===== src/rtl/alu_pkg.sv =====
// rtl/alu_pkg.sv - shared shift op encodings and ALU widths
package alu_pkg;

    localparam int DATA_W = 32;
    localparam int AMT_W  = 6;

    typedef enum logic [1:0] {
        SHOP_ROL = 2'd0,
        SHOP_SLL = 2'd1,
        SHOP_SRL = 2'd2,
        SHOP_SRA = 2'd3
    } shop_e;

endpackage


===== src/rtl/shift.sv =====
// rtl/shift.sv - combinational left-only barrel shifter core
//
// Ports:
//   clk  - present for drop-in compatibility, not used
//   a    - operand
//   s    - shift amount
//   rot  - upper half of {a,a} << s (rotate-left result for s < 32)
//   lsh  - lower half of {a,a} << s (logical shift-left result)
module shift
    import alu_pkg::*;
(
    input  logic              clk,
    input  logic [DATA_W-1:0] a,
    input  logic [AMT_W-1:0]  s,
    output logic [DATA_W-1:0] rot,
    output logic [DATA_W-1:0] lsh
);

    logic [2*DATA_W-1:0] wide;
    logic                unused_clk;

    assign unused_clk = clk;
    assign wide       = {a, a} << s;
    assign rot        = wide[2*DATA_W-1:DATA_W];
    assign lsh        = wide[DATA_W-1:0];

endmodule


===== src/rtl/shift_arbiter.sv =====
// rtl/shift_arbiter.sv - round-robin shared shifter with registered result buffer
//
// Ports:
//   clk, rst              - clock, synchronous active-high reset
//   req_valid/req_ready   - per-port request handshake (bit i = port i)
//   req_op*/data*/amt*    - per-port op (ROL/SLL/SRL/SRA), operand, amount
//   rsp_valid/rsp_ready   - result buffer handshake
//   rsp_id, rsp_data      - issuing port and result
module shift_arbiter
    import alu_pkg::*;
(
    input  logic              clk,
    input  logic              rst,
    input  logic [1:0]        req_valid,
    output logic [1:0]        req_ready,
    input  logic [1:0]        req_op0,
    input  logic [1:0]        req_op1,
    input  logic [DATA_W-1:0] req_data0,
    input  logic [DATA_W-1:0] req_data1,
    input  logic [AMT_W-1:0]  req_amt0,
    input  logic [AMT_W-1:0]  req_amt1,
    output logic              rsp_valid,
    input  logic              rsp_ready,
    output logic              rsp_id,
    output logic [DATA_W-1:0] rsp_data
);

    // Turns the core's left-shift outputs into the requested op result.
    // Right shifts are done as a left rotate by 32-n followed by masking off
    // the bits that wrapped around; SRA then refills them with the sign.
    function automatic logic [DATA_W-1:0] fix_result(
        input logic [1:0]        op,
        input logic [AMT_W-1:0]  amt,
        input logic [DATA_W-1:0] a,
        input logic [DATA_W-1:0] rot,
        input logic [DATA_W-1:0] lsh
    );
        logic [4:0]        n;
        logic              big;
        logic [DATA_W-1:0] mask;
        logic [DATA_W-1:0] res;
        n    = amt[4:0];
        big  = amt[5];
        mask = {DATA_W{1'b1}} >> n;
        case (shop_e'(op))
            SHOP_ROL: res = rot;
            SHOP_SLL: res = big ? '0 : lsh;
            SHOP_SRL: res = big ? '0 : (rot & mask);
            SHOP_SRA: res = big ? {DATA_W{a[DATA_W-1]}}
                                : ((rot & mask) | (a[DATA_W-1] ? ~mask : '0));
            default:  res = rot;
        endcase
        return res;
    endfunction

    logic              last_q, last_d;
    logic              rsp_valid_q, rsp_valid_d;
    logic              rsp_id_q, rsp_id_d;
    logic [DATA_W-1:0] rsp_data_q, rsp_data_d;

    logic [1:0]        grant;
    logic              free;
    logic              accept;
    logic              sel;
    logic [1:0]        sel_op;
    logic [DATA_W-1:0] sel_data;
    logic [AMT_W-1:0]  sel_amt;
    logic [AMT_W-1:0]  core_s;
    logic [DATA_W-1:0] core_rot;
    logic [DATA_W-1:0] core_lsh;

    // A lone requester always wins; on contention the port not granted last wins.
    assign grant[0] = req_valid[0] && (!req_valid[1] || last_q);
    assign grant[1] = req_valid[1] && (!req_valid[0] || !last_q);

    assign free      = !rsp_valid_q || rsp_ready;
    assign req_ready = rst ? 2'b00 : (grant & {2{free}});
    assign accept    = |req_ready;
    assign sel       = grant[1];

    assign sel_op   = sel ? req_op1   : req_op0;
    assign sel_data = sel ? req_data1 : req_data0;
    assign sel_amt  = sel ? req_amt1  : req_amt0;

    // Right shifts rotate left by (32 - n) mod 32; s[5] is always kept low
    // so the core only ever rotates within one word.
    always_comb begin
        core_s = {1'b0, sel_amt[4:0]};
        if (sel_op == SHOP_SRL || sel_op == SHOP_SRA) begin
            core_s = {1'b0, 5'd0 - sel_amt[4:0]};
        end
    end

    shift u_shift (
        .clk (clk),
        .a   (sel_data),
        .s   (core_s),
        .rot (core_rot),
        .lsh (core_lsh)
    );

    always_comb begin
        last_d      = last_q;
        rsp_valid_d = rsp_valid_q;
        rsp_id_d    = rsp_id_q;
        rsp_data_d  = rsp_data_q;
        if (accept) begin
            last_d      = sel;
            rsp_valid_d = 1'b1;
            rsp_id_d    = sel;
            rsp_data_d  = fix_result(sel_op, sel_amt, sel_data, core_rot, core_lsh);
        end else if (rsp_ready) begin
            rsp_valid_d = 1'b0;
        end
    end

    always_ff @(posedge clk) begin
        if (rst) begin
            last_q      <= 1'b1;
            rsp_valid_q <= 1'b0;
            rsp_id_q    <= 1'b0;
            rsp_data_q  <= '0;
        end else begin
            last_q      <= last_d;
            rsp_valid_q <= rsp_valid_d;
            rsp_id_q    <= rsp_id_d;
            rsp_data_q  <= rsp_data_d;
        end
    end

    assign rsp_valid = rsp_valid_q;
    assign rsp_id    = rsp_id_q;
    assign rsp_data  = rsp_data_q;

endmodule


===== config.mk =====
export PLATFORM = sky130hd
export DESIGN_NAME = shift_arbiter
export DESIGN_NICKNAME = d
export VERILOG_FILES = /design/src/rtl/alu_pkg.sv /design/src/rtl/shift.sv /design/src/rtl/shift_arbiter.sv
export SDC_FILE = /design/constraint.sdc
export NUM_CORES = 1
export LEC_CHECK = 0
export ABC_AREA = 1
export CAP_MARGIN = 20
export CELL_PAD_IN_SITES_DETAIL_PLACEMENT = 0
export CELL_PAD_IN_SITES_GLOBAL_PLACEMENT = 1
export CORE_ASPECT_RATIO = 0.7
export CORE_MARGIN = 8
export CORE_UTILIZATION = 36
export DETAILED_ROUTE_END_ITERATION = 8
export GPL_TIMING_DRIVEN = 0
export PLACE_DENSITY = 0.85
export SETUP_SLACK_MARGIN = 0.4
export SYNTH_ARGS = -nofsm -noshare
export SYNTH_HDL_FRONTEND = slang
export SYNTH_HIERARCHICAL = 1
export SYNTH_SLANG_ARGS = --single-unit

===== constraint.sdc =====
create_clock -name clk -period 3.9 [get_ports clk]
set_clock_uncertainty 0.1 [all_clocks]
set_input_delay 0.585 -clock clk [delete_from_list [all_inputs] [get_ports clk]]
set_output_delay 0.585 -clock clk [all_outputs]
set_load 0.01 [all_outputs]

; ---- Word-level counts from Yosys, hierarchy flattened
; Index checks and enable logic that the tools add are counted.
; W data, S select, Z words.
[totals]
regBits = 35
output_inout_bits = 36
wordCells = 39
[classes]
n_addsub = 1
eq_ne = 3
shifts = 2
n_mux = 12
n_bitwise = 4
n_reduce_logical = 13
[op_table]
columns = operator, count
row1 = $mux W32, 5
row2 = $pmux W32 S4, 1
row3 = $shl A64 B5 Y64, 1
row4 = $and A32 B32 Y32, 1
row5 = $not A32 Y32, 1
row6 = $or A32 B32 Y32, 1
row7 = $shr A32 B5 Y32 const A, 1
row8 = $mux W6, 1
row9 = $mux W5, 1
row10 = $sub A1 B5 Y5 const A, 1
row11 = $eq A2 B2 Y1 const B, 2
row12 = $logic_not A1 Y1, 4
row13 = $logic_or A1 B1 Y1, 4
row14 = $mux W2, 2
row15 = $and A2 B2 Y2, 1
row16 = $eq A2 B1 Y1 const B, 1
row17 = $logic_and A1 B1 Y1, 2
row18 = $logic_not A2 Y1, 1
row19 = $mux W1, 2
row20 = $reduce_bool A2 Y1, 1
row21 = $reduce_or A2 Y1, 1

; ---- Depth between registers and ports, before layout
; Gate-level depths: netlist of the first run.
[logic_depth]
ltp_word = 12
depth_mapped = 25
mapped_depth_nobuf = 22

; ---- Modules after synthesis
; The synthesis of the first run kept the hierarchy.
[modules_own_cells]
columns = module, n_inst, cells_per_inst, area_each_um2, seq_area_each_um2
row1 = shift_arbiter, 1, 517, 3119.2, 700.7
row2 = shift, 1, 602, 2944.1, 0.0

; ---- Worst setup path before layout of the first run
; No wires, ideal clock.
[synth_timing]
path_type = input-to-reg
from = input port req_valid[0]
to = register rsp_data_q[10], in the netlist rsp_data[10]
setup_time_ns = 0.056
arrival_ns = 2.942
t_required_ns = 3.744
path_slack_ns = 0.803
cell_stages = 25
path_buffers = 4
cell_sequence = nand2_2 nand2_4 buf_6 nand2_1 nand2_2 nor2_4 inv_1 ha_1 nand2_1 o21ai_0 buf_2 inv_2 buf_6 buf_4 nand3_1 nand3_1 nand2_1 nand2_1 o211ai_1 inv_1 o21ai_0 inv_1 nand3_1 nand2_1 inv_1
[synth_between]
elab_chain_len = 12
word_cells_on_any_way = 27
classes_between = add/sub: 1 / eq/ne: 3 / shift: 2 / mux: 10 / bitwise: 4 / reduce/logical: 7
[synth_lines]
columns = element, line_no
row1 = start: declaration, shift_arbiter.sv:14  ; input logic [1:0] req_valid,
row2 = $logic_not A1 Y1 *, shift_arbiter.sv:74  ; assign grant[1] = req_valid[1] && (!req_valid[0] || !last_q);
row3 = $logic_or A1 B1 Y1 *, shift_arbiter.sv:74
row4 = $logic_and A1 B1 Y1 *, shift_arbiter.sv:74
row5 = "parallel branches: the longest is 3 deep, another holds $sub A1 B5 Y5", --
row6 = $mux W5 *, shift_arbiter.sv:89  ; if (sel_op == SHOP_SRL || sel_op == SHOP_SRA) begin
row7 = net core_s[0], shift_arbiter.sv:68  ; logic [AMT_W-1:0] core_s;
row8 = $shl A64 B5 Y64 *, shift.sv:23  ; assign wide = {a, a} << s;
row9 = net core_rot[10], shift_arbiter.sv:69  ; logic [DATA_W-1:0] core_rot;
row10 = $and A32 B32 Y32, "shift_arbiter.sv:48, shift_arbiter.sv:50"
row11 = $or A32 B32 Y32, shift_arbiter.sv:50  ; : ((rot & mask) | (a[DATA_W-1] ? ~mask : '0));
row12 = $mux W32, shift_arbiter.sv:49  ; SHOP_SRA: res = big ? {DATA_W{a[DATA_W-1]}}
row13 = $pmux W32 S4 *, shift_arbiter.sv:45  ; case (shop_e'(op))
row14 = end signal: assignment, shift_arbiter.sv:127  ; rsp_data_q <= rsp_data_d;
row15 = end: declaration, shift_arbiter.sv:59  ; logic [DATA_W-1:0] rsp_data_q, rsp_data_d;
; Mark *: on every way through the listed nets, which the timed path passes.
; A chain may end at the register's enable or synchronous reset.

; ---- Worst setup path after layout of the first run
[layout_timing]
from = input port req_valid[1]
to = register rsp_data_q[13], in the netlist rsp_data[13]
[layout_between]
elab_chain_len = 10
word_cells_on_any_way = 27
classes_between = add/sub: 1 / eq/ne: 3 / shift: 2 / mux: 10 / bitwise: 4 / reduce/logical: 7
[layout_lines]
columns = element, line_no
row1 = $logic_and A1 B1 Y1 *, shift_arbiter.sv:74
row2 = "parallel branches: the longest is 3 deep, another holds $sub A1 B5 Y5", --
row3 = $mux W5 *, shift_arbiter.sv:89
row4 = net core_s[0], shift_arbiter.sv:68
row5 = $shl A64 B5 Y64 *, shift.sv:23
row6 = net core_rot[13], shift_arbiter.sv:69
row7 = $and A32 B32 Y32, "shift_arbiter.sv:48, shift_arbiter.sv:50"
row8 = $or A32 B32 Y32, shift_arbiter.sv:50
row9 = $mux W32, shift_arbiter.sv:49
row10 = $pmux W32 S4 *, shift_arbiter.sv:45
; Marks and branches as above.

==> results of run 1 <==
## kinds of logic (layout without fill, tap and decap cells)
logic type | after synthesis | after routing | synth area share [%]
xor gates and xnor gates | 1 | 1 | 0.144
other | 1 | 1 | 0.0618
and+or+nand+nor | 789 | 789 | 60.8
DFF | 35 | 35 | 11.6
AOI/OAI and AO/OA | 159 | 159 | 15.8
buffers and inverters | 132 | 291 | 11.2
adders and majority gates | 2 | 2 | 0.413
## layout by cell type (no fill, tap or decap), types with 2 or more instances in the layout
| cell | Yosys | layout |
|---|---|---|
| nor3_2 | 1 | 2 |
| buf_8 | 0 | 3 |
| buf_6 | 12 | 19 |
| clkbuf_2 | 0 | 4 |
| clkbuf_16 | 0 | 5 |
| clkbuf_1 | 19 | 13 |
| a31oi_1 | 10 | 10 |
| buf_12 | 1 | 5 |
| o21ai_0 | 32 | 29 |
| nor2_2 | 4 | 5 |
| nand3_1 | 201 | 167 |
| clkdlybuf4s50_1 | 0 | 118 |
| o21ai_1 | 26 | 25 |
| o21ai_4 | 4 | 6 |
| inv_8 | 1 | 2 |
| buf_4 | 9 | 39 |
| a22oi_1 | 5 | 5 |
| buf_2 | 23 | 15 |
| nor2_4 | 3 | 4 |
| nand3_4 | 1 | 6 |
| o21a_1 | 2 | 2 |
| clkbuf_4 | 0 | 2 |
| nand2_1 | 421 | 406 |
| a21oi_1 | 48 | 44 |
| o21ai_2 | 3 | 5 |
| o211ai_1 | 20 | 20 |
| ha_1 | 2 | 2 |
| nand2_2 | 30 | 36 |
| nand4_1 | 7 | 7 |
| a41oi_1 | 4 | 3 |
| dfxtp_1 | 35 | 35 |
| nand3_2 | 23 | 52 |
| nand2_4 | 15 | 24 |
| nand2_8 | 2 | 2 |
| nor2_1 | 73 | 71 |
| inv_1 | 47 | 46 |
| inv_2 | 11 | 11 |
| nor3_1 | 4 | 3 |
| a21oi_2 | 1 | 5 |
## cells in the mapped netlist, types with 10 or more instances
cell / n / area, µm²
nand2_1: 421 / 1580
nand2_4: 15 / 169
o211ai_1: 20 / 150
nor2_1: 73 / 274
o21ai_0: 32 / 160
nand2_2: 30 / 188
nand3_2: 23 / 230
buf_2: 23 / 115
buf_6: 12 / 135
dfxtp_1: 35 / 701
o21ai_1: 26 / 130
inv_1: 47 / 176
a31oi_1: 10 / 62.6
inv_2: 11 / 41.3
clkbuf_1: 19 / 71.3
nand3_1: 201 / 1010
a21oi_1: 48 / 240
## through the flow
step	instance area, µm²	utilization, %	instances	TNS [ns]
final	8530	52.0	1503	0
after detailed placement	7550	46.0	1464	-12.23
after global routing	8530	52.0	1503	0
after floorplan	6060	-	1119	0
after global placement	7550	46.0	1464	-12.10
after CTS	8090	49.3	1488	0
## routing by layer
layer / GRT usage [%] / vias to the layer above
met5: 0 / -
met4: 3.16 / 0
met2: 35.9 / 445
met3: 8.68 / 26
li1: - / 4027
met1: 41.5 / 3925
## area by class of cell
cell class | instances | area share (%)
sequential | 35 | 8.22
clock inverter | 3 | 0.514
multi-input combinational | 952 | 59.5
buffer | 71 | 6.91
inverter | 61 | 2.95
tap | 225 | 3.30
clock buffer | 5 | 1.47
timing repair buffer | 151 | 17.1
## repair_timing
action                                  in CTS  in global routing
hold endpoints to repair                     0                  0
cloned                                       1                  0
pin swaps                                    9                 24
setup buffers                               15                 15
endpoints found under the setup margin      32                 31
hold buffers                                 0                  0
gates resized for setup                     71                 75
## flip-flops by register name, summed over array words and instances (netlist names)
| register | count |
|---|---|
| rsp_data | 32 |
| last_q | 1 |
| rsp_id | 1 |
| rsp_valid | 1 |
## where the power goes
part	switching, µW	internal, µW	leakage [µW]
clock network	160	301	0.0000838
registers	18.9	397	0.000289
logic	1420	800	0.00368
## worst min-delay path by stage
| stage | start | end | slack (ns) |
|---|---|---|---|
| 2_1_floorplan | rsp_id$_SDFFE_PP0P_ | rsp_id$_SDFFE_PP0P_ | 0.39 |
| 3_5_place_dp | rsp_id$_SDFFE_PP0P_ | rsp_id$_SDFFE_PP0P_ | 0.36 |
| 6_report | rsp_id$_SDFFE_PP0P_ | rsp_id$_SDFFE_PP0P_ | 0.37 |
| 4_1_cts | rsp_id$_SDFFE_PP0P_ | rsp_id$_SDFFE_PP0P_ | 0.37 |
| 5_1_grt | rsp_id$_SDFFE_PP0P_ | rsp_id$_SDFFE_PP0P_ | 0.40 |
| 3_3_place_gp | rsp_id$_SDFFE_PP0P_ | rsp_id$_SDFFE_PP0P_ | 0.36 |
## tightest hold or removal path: stages, from the launching register on
cell and delay, ns:
dfxtp_1 0.31, nand3_1 0.07, nand2_1 0.05
==> metrics.md, run 1 <==
| Metric | Value |
|---|---|
| Die height | 125 µm |
| Minimum clock period | 3.31 ns |
| Die area | 21300 µm² |
| Status | finished clean |
| Finish-stage setup viols | 0 |
| Number of register bits inferred by synthesis | 35 |
| Met2 WL | 11.5 mm |
| Gpl congestion | 1.00 |
| IO Pins | 121 |
| Reg2reg setup slack | 0.83 ns |
| DR vias | 8423 |
| Clk slew on worst S/H paths | 0.06 ns |
| Nets | 1364 |
| Critical path's largest stage delay | 0.31 ns |
| R2R Path Start | last_q$_SDFFE_PP1P_ |
| H-tree depth | 2 |
| Worst Setup SP | req_valid[1] |
| Largest net degree at the start of global routing | 13 |
| DR WL met3 | 3.82 mm |
| Pre-CTS WS | -0.562 ns |
| Final Hold Fails | 0 |
| Port-buffer cells | 120 |
| All-Layer GR Usage | 27.0% |
| Synth Flop Type | dfxtp_1 |
| Core Box Area | 16400 µm² |
| Post-synthesis async set-or-reset flop share | 0% |
| Initial antenna violation count | 0 |
| Post-synth EDFFs | 0 |
| RSZ-0062 raised after global routing | no |
| Syn nets | 1206 |
| Worst Max-Slew Pin Slew | 0.571 ns |
| # diodes | 0 |
| Clock Tree Root | clkbuf_16 |
| Critical path type | in -> reg |
| Clk_lat worst skew | 0.28 ns |
| Crit path top cell by count | nand2_1 |
| Max Clk Rate | 0.302 GHz |
| Critical-path top delay cell | dlygate4sd2_1 |
| Hpwl dp | 24.5 mm |
| Initial DRC Count | 1037 |
| Multi-input gate area | 5070 µm² |
| Share of layout cells above drive strength 1 | 20.7% |
| Starting Density | 37.0% |
| Fillers | 1775 |
| WP data required | 4.04 ns |
| Drt pass-1 iters | 5 |
| LEAKAGE | 0.00406 µW |
| Die width | 171 µm |
| CTS tree | done |
| Routed wire length | 29.7 mm |
| R2R Path End | rsp_data[13]$_SDFFE_PP0P_ |
| Grt ovf | 0 |
| Pwr/cell area | 364 nW/µm² |
| Top routing layer in use | met4 |
| Post-Syn Instances | 1119 |
| CTS Buffer Depth | 2 |
| YS warnings | 6 |
| Pwr Total | 3100 µW |
| Period Utilization, post-route | 84.9% |
| Max-slew violations | 0 |
| Min-delay worst type | reg -> reg |
| Post-synthesis cell type count | 46 |
| Synthesized cell area | 6060 µm² |
| Final WS setup | 0.590 ns |
| Peak VDD IR | 0.180 mV |
| Worst Path Arrival | 3.45 ns |
| Cells on worst reg2reg path | 22 |
| CP bufs+invs | 7 |
| Register Area | 701 µm² |
| Vias in the first global route | 7837 |
| Worst Path Max Fanout | 10 |
| Sink Count | 35 |
| CP endpoint | rsp_data[13]$_SDFFE_PP0P_ |
| Sequential area share after synthesis | 11.6% |
| WL per Instance | 19.8 µm |
| # rows | 39 |
| Routed Antenna Nets | 0 |
| DRC | 0 |
| DRT met1 WL | 14.1 mm |
| MaxCap Viol Count | 0 |
| Cell count along the critical path | 22 |
| CP top delay family | simple AND/OR/NAND/NOR gates |
| First-pass GRT wire length | 45.3 mm |
| Worst-path cell chain | dlygate4sd2_1 > nand2_4 > buf_12 > nand2_2 > nand2_4 > nor2_4 > buf_4 > nand2_1 > nand2_1 > inv_2 > o22ai_4 > buf_6 > buf_2 > nand2_1 > nand2_1 > nand2_2 > o211ai_1 > nand3b_1 > nand3_1 > nand4_1 > nand2_1 > inv_1 |
| Slew Limit Headroom | 61.9% |
| Vias per cell | 5.60 |
| Num CTS Buffers | 5 |
| WHS Path Cells | 2 |
| Syn_area_per_cell | 5.42 µm² |
| Area grow syn2layout | 40.6% |
| Crit path capture type | register |
| Hold slack | 0.367 ns |
| CP Launch Type | primary input |
No activity file was read; power rests on OpenSTA's default activity.
==> inputs of run 2 (changes only) <==
--- a/config.mk
+++ b/config.mk
@@ -11,10 +11,10 @@
 export CELL_PAD_IN_SITES_GLOBAL_PLACEMENT = 1
 export CORE_ASPECT_RATIO = 0.7
 export CORE_MARGIN = 8
-export CORE_UTILIZATION = 36
+export CORE_UTILIZATION = 32
 export DETAILED_ROUTE_END_ITERATION = 8
 export GPL_TIMING_DRIVEN = 0
-export PLACE_DENSITY = 0.85
+export PLACE_DENSITY = 0.8
 export SETUP_SLACK_MARGIN = 0.4
 export SYNTH_ARGS = -nofsm -noshare
 export SYNTH_HDL_FRONTEND = slang
==> constraint.sdc (replaced) <==
create_clock -name clk -period 2.7 [get_ports clk]
set_clock_uncertainty 0.1 [all_clocks]
set_input_delay 0.405 -clock clk [delete_from_list [all_inputs] [get_ports clk]]
set_output_delay 0.405 -clock clk [all_outputs]
set_load 0.01 [all_outputs]
==> run 2 against run 1 <==
  * The flow now finishes with violations (negative setup slack)
  * Combinational power grew 76%
  * First-iteration DRC count shrank 13%
  * Sequential share of layout area shrank 1.0 points
  * Routed wire length grew 5.6%
  * Sequential power grew 44%
  * Flip-flop and latch count is the same
  * Largest cell class unchanged
  * Largest power group unchanged
  * Highest routed layer unchanged
==> metrics.md, run 2 (synthesis results as in run 1) <==
| Metric | Value |
|---|---|
| Register Area | 704 µm² |
| Die width | 181 µm |
| CTS tree | done |
| LEAKAGE | 0.00452 µW |
| # rows | 42 |
| Fillers | 1879 |
| Max-slew violations | 0 |
| Final TNS setup | -7.12 ns |
| Nets | 1396 |
| Period Utilization, post-route | 114% |
| WL per Instance | 20.2 µm |
| Status | finished with violations |
| Port-buffer cells | 120 |
| Clk_lat worst skew | 0.28 ns |
| Sink Count | 35 |
| Routed Antenna Nets | 0 |
| Num CTS Buffers | 5 |
| Peak VDD IR | 0.248 mV |
| Hpwl dp | 24.4 mm |
| Placed Instance Area | 7690 µm² |
| R2R Path End | rsp_data[20]$_SDFFE_PP0P_ |
| CTS Buffer Depth | 2 |
| Max reg flops | 32 |
| Minimum clock period | 3.09 ns |
| Worst Path Max Fanout | 8 |
| R2R Path Start | last_q$_SDFFE_PP1P_ |
| Die height | 131 µm |
| H-tree depth | 2 |
| First-pass GRT wire length | 47.7 mm |
| Share of layout cells above drive strength 1 | 31.3% |
| RSZ-0062 raised after global routing | yes |
| Critical path type | reg -> reg |
| Clk slew on worst S/H paths | 0.06 ns |
| Max Clk Rate | 0.324 GHz |
| Cells on worst reg2reg path | 22 |
| Vias per cell | 5.61 |
| Cell area after layout | 9820 µm² |
| Worst Path Arrival | 3.20 ns |
| Core Box Area | 18800 µm² |
| Pwr/cell area | 528 nW/µm² |
| Multi-input gate area | 5910 µm² |
| Worst Max-Slew Pin Slew | 0.568 ns |
| CP endpoint | rsp_data[20]$_SDFFE_PP0P_ |
| Initial antenna violation count | 0 |
| Post-CTS Hold Buffers | 0 |
| Min-delay worst type | reg -> reg |
| IO Pins | 121 |
| Initial DRC Count | 898 |
| DR vias | 8711 |
| Violated checks | negative setup slack |
| Worst Setup SP | last_q$_SDFFE_PP1P_ |
| Grt ovf | 0 |
| Reg2reg setup slack | -0.39 ns |
| Slew Limit Headroom | 62.1% |
| Most frequent cells in the layout | 384 x nand2_1, 115 x clkdlybuf4s50_1, 104 x nand3_1 |
| MaxCap Viol Count | 0 |
| Gpl congestion | 1.00 |
| Finish-stage setup viols | 32 |
| Largest net degree at the start of global routing | 12 |
| Vias in the first global route | 8375 |
| Routed wire length | 31.4 mm |
| Commonest non-fill, non-tap cell in the layout | nand2_1 |
| Starting Density | 32.3% |
| # diodes | 0 |
| Final WS setup | -0.387 ns |
| Clock Tree Root | clkbuf_16 |
| WP data required | 2.82 ns |
| Crit path capture type | register |
| Area grow syn2layout | 62.0% |
| Drt pass-1 iters | 8 |
| All-Layer GR Usage | 25.3% |
| Final Hold Fails | 0 |
| DRC | 0 |
| CP Launch Type | register |
| Die area | 23700 µm² |
run 2: layer usage:
layer  track usage, %  routed length [µm]  up-vias
met5                0                   0        -
met4             3.66                 479        0
met3             6.53                3520       38
met2             36.1               12500      470
met1             37.6               14800     4101
li1                 -                   -     4102
run 2: critical path, cell delays in order (launching register included):
cell and delay (ns):
dfxtp_4 0.36, nand2_8 0.07, nand2_8 0.07, buf_12 0.16, nand2_8 0.09, nand2_8 0.06
nor2_4 0.15, inv_4 0.07, ha_4 0.26, nand2_2 0.05, o21ai_2 0.07, buf_6 0.18
buf_8 0.12, buf_12 0.12, nand3_1 0.19, nand3_1 0.18, o21a_1 0.17, nor2_1 0.07
nor2_2 0.12, o21ai_1 0.07, nor2_1 0.09, nor2_1 0.05, a31oi_1 0.15
run 2: layout make-up:
type / count / area share, %
Inverter: 61 / 2.69
Tap cell: 242 / 3.08
Buffer: 71 / 6.32
Clock buffer: 6 / 1.41
Clock inverter: 2 / 0.357
Sequential cell: 35 / 7.17
Timing Repair Buffer: 183 / 18.8
Multi-Input combinational cell: 952 / 60.1
run 2: repair_timing:
item,CTS,global route
setup buffers,49,10
pin swaps,80,46
gates resized for setup,248,78
endpoints found under the hold margin,0,0
gates cloned,4,0
setup endpoints to repair,34,34
run 2: worst min-delay path by stage:
stage / from / to / cells past startpoint
6_report: rsp_id$_SDFFE_PP0P_ / rsp_id$_SDFFE_PP0P_ / 2
5_1_grt: rsp_id$_SDFFE_PP0P_ / rsp_id$_SDFFE_PP0P_ / 2
4_1_cts: rsp_id$_SDFFE_PP0P_ / rsp_id$_SDFFE_PP0P_ / 2
3_5_place_dp: rsp_id$_SDFFE_PP0P_ / rsp_id$_SDFFE_PP0P_ / 2
3_3_place_gp: rsp_id$_SDFFE_PP0P_ / rsp_id$_SDFFE_PP0P_ / 2
2_1_floorplan: rsp_id$_SDFFE_PP0P_ / rsp_id$_SDFFE_PP0P_ / 2
run 2: where the power goes:
| group | total (µW) | switching [µW] | internal [µW] |
|---|---|---|---|
| combinational | 3900 | 2380 | 1520 |
| clock | 685 | 226 | 459 |
| sequential | 601 | 28.1 | 573 |
| total | 5190 | 2630 | 2560 |
run 2: stage by stage:
stage                     hold WS, ns  power [µW]  worst slack (ns)  util [%]  instances
after global routing            0.411        5480            -0.478      52.3       1552
after CTS                       0.377        4820            -0.262      50.3       1542
after detailed placement        0.370        3360             -1.50      41.0       1481
final                           0.369        5190            -0.387      52.3       1552
after global placement          0.358        3370             -1.52      41.0       1481
after floorplan                 0.388        2430           -0.0614         -       1119
==> inputs of run 3 (changes only) <==
==> constraint.sdc (replaced) <==
create_clock -name clk -period 2.7 [get_ports clk]
set_clock_uncertainty 0.1 [all_clocks]
set_input_delay 0.405 -clock clk [delete_from_list [all_inputs] [get_ports clk]]
set_output_delay 0.405 -clock clk [all_outputs]
set_load 0.1 [all_outputs]
==> run 3 against run 2 <==
  * The flow still finishes with violations (negative setup slack)
  * Critical path depth is the same
  * Non-clock buffer count shrank 15
  * Sequential share of layout area grew 0.093 points
  * Clock-buffer cell count is the same
  * Design area shrank 1.1%
  * Critical endpoint is now rsp_data[13]$_SDFFE_PP0P_
==> metrics.md, run 3 (synthesis results as in run 1) <==
| Metric | Value |
|---|---|
| Starting Density | 32.3% |
| WL per Instance | 19.8 µm |
| Pre-CTS WS | -1.45 ns |
| Flop pwr share | 11.2% |
| Num CTS Buffers | 5 |
| Slew Limit Headroom | 34.8% |
| Switch share | 55.4% |
| Drt pass-1 iters | 7 |
| Status | finished with violations |
| Comb power frac | 78.1% |
| Largest net degree at the start of global routing | 11 |
| Die height | 131 µm |
| Die width | 181 µm |
| Die area | 23700 µm² |
| Most frequent cells in the layout | 380 x nand2_1, 105 x clkdlybuf4s50_1, 102 x nand3_1 |
| Nets | 1381 |
| CTS Buffer Depth | 2 |
| Clk slew on worst S/H paths | 0.05 ns |
| Min-delay worst type | reg -> reg |
| Max-slew violations | 0 |
| Grt ovf | 0 |
| DR vias | 8690 |
| Vias in the first global route | 8375 |
| H-tree depth | 2 |
| MaxCap Viol Count | 0 |
| Worst Path Arrival | 3.07 ns |
| Crit path capture type | register |
| Max reg flops | 32 |
| Switching power | 2980 µW |
| Reg2reg setup slack | -0.30 ns |
| Commonest non-fill, non-tap cell in the layout | nand2_1 |
| Final Hold Fails | 0 |
| Core Box Area | 18800 µm² |
| CTS tree | done |
| Peak VDD IR | 0.281 mV |
| # diodes | 0 |
| IO Pins | 121 |
| Pwr/cell area | 554 nW/µm² |
| Max Clk Rate | 0.334 GHz |
| All-Layer GR Usage | 24.6% |
| Minimum clock period | 3.00 ns |
| Hpwl dp | 24.2 mm |
| Port-buffer cells | 120 |
| Area grow syn2layout | 60.2% |
| Clock Tree Root | clkbuf_16 |
| Clock Power Share | 10.7% |
| DRC | 0 |
| Final WS setup | -0.298 ns |
| RSZ-0062 raised after global routing | yes |
| Finish-stage setup viols | 32 |
| # rows | 42 |
| Violated checks | negative setup slack |
| Internal power | 2400 µW |
| Initial antenna violation count | 0 |
| Gpl congestion | 1.01 |
| Period Utilization, post-route | 111% |
| Clk_lat worst skew | 0.28 ns |
| Vias per cell | 5.66 |
| CP Launch Type | register |
| Initial DRC Count | 930 |
| Worst Path Max Fanout | 10 |
| Final TNS setup | -4.94 ns |
| LEAKAGE | 0.00454 µW |
| Routed wire length | 30.4 mm |
| First-pass GRT wire length | 46.9 mm |
| Worst Max-Slew Pin Slew | 0.975 ns |
| Routed Antenna Nets | 0 |
| Share of layout cells above drive strength 1 | 31.4% |
| WP data required | 2.78 ns |
| Critical path type | reg -> reg |
| Sink Count | 35 |
## run 3: metal layers
metal | wire length (µm) | track usage [%] | vias up
met5 | 0 | 0 | -
met4 | 308 | 3.30 | 0
met3 | 3620 | 8.18 | 27
met2 | 12200 | 35.1 | 445
met1 | 14200 | 35.6 | 4129
li1 | - | - | 4089
## run 3: what timing repair did
item,in CTS,in global routing
setup endpoints to repair,34,43
pin swaps,78,42
hold buffers,0,0
gates resized for setup,285,68
setup buffers,39,5
gates cloned,4,0
## run 3: power groups by stage
stage          combinational (µW)  sequential [µW]  clock [µW]
6_report                     4210              602         576
5_1_grt                      4470              610         614
4_1_cts                      3890              603         581
3_5_place_dp                 3120              615           0
3_3_place_gp                 3120              613           0
2_1_floorplan                1810             1010           0
## run 3: through the flow
stage | power [µW] | cell area [µm²] | cells | utilization [%] | hold WS, ns
2_1_floorplan | 2810 | 6190 | 1119 | - | 0.427
3_3_place_gp | 3730 | 7700 | 1481 | 41.0 | 0.360
3_5_place_dp | 3730 | 7700 | 1481 | 41.0 | 0.364
4_1_cts | 5080 | 9390 | 1531 | 50.0 | 0.372
5_1_grt | 5690 | 9710 | 1536 | 51.8 | 0.411
6_report | 5380 | 9710 | 1536 | 51.8 | 0.367
## run 3: worst paths after layout
| kind | cells past startpoint | startpoint | end |
|---|---|---|---|
| setup / recovery | 22 | last_q$_SDFFE_PP1P_ | rsp_data[13]$_SDFFE_PP0P_ |
| hold / removal | 2 | rsp_id$_SDFFE_PP0P_ | rsp_id$_SDFFE_PP0P_ |
| hold reg to reg | 2 | rsp_id$_SDFFE_PP0P_ | rsp_id$_SDFFE_PP0P_ |
| setup reg to reg | 22 | last_q$_SDFFE_PP1P_ | rsp_data[13]$_SDFFE_PP0P_ |
## run 3: critical path, stage by stage (launching register included)
cell and delay, ns:
dfxtp_4 0.36, nand2_8 0.07, nand2_8 0.07, buf_12 0.16
nand2_8 0.08, nand2_2 0.06, ha_4 0.25, nand2_1 0.06
o21ai_2 0.08, buf_6 0.20, buf_8 0.18, nand3_2 0.16
nand3_4 0.13, nand2_2 0.07, nand2_2 0.08, nand2_2 0.05
nand2_1 0.06, o211ai_1 0.12, nand3b_1 0.18, nand3_1 0.08
nand4_1 0.14, nand2_1 0.11, inv_1 0.04
## run 3: area by class of cell
type                       count  area (µm²)
clock buffer                   6         139
buffer                        71         636
timing repair buffer         168        1700
sequential                    35         706
tap                          242         303
fill                        1927        9050
clock inverter                 1        5.00
multi-input combinational    952        5950
inverter                      61         267
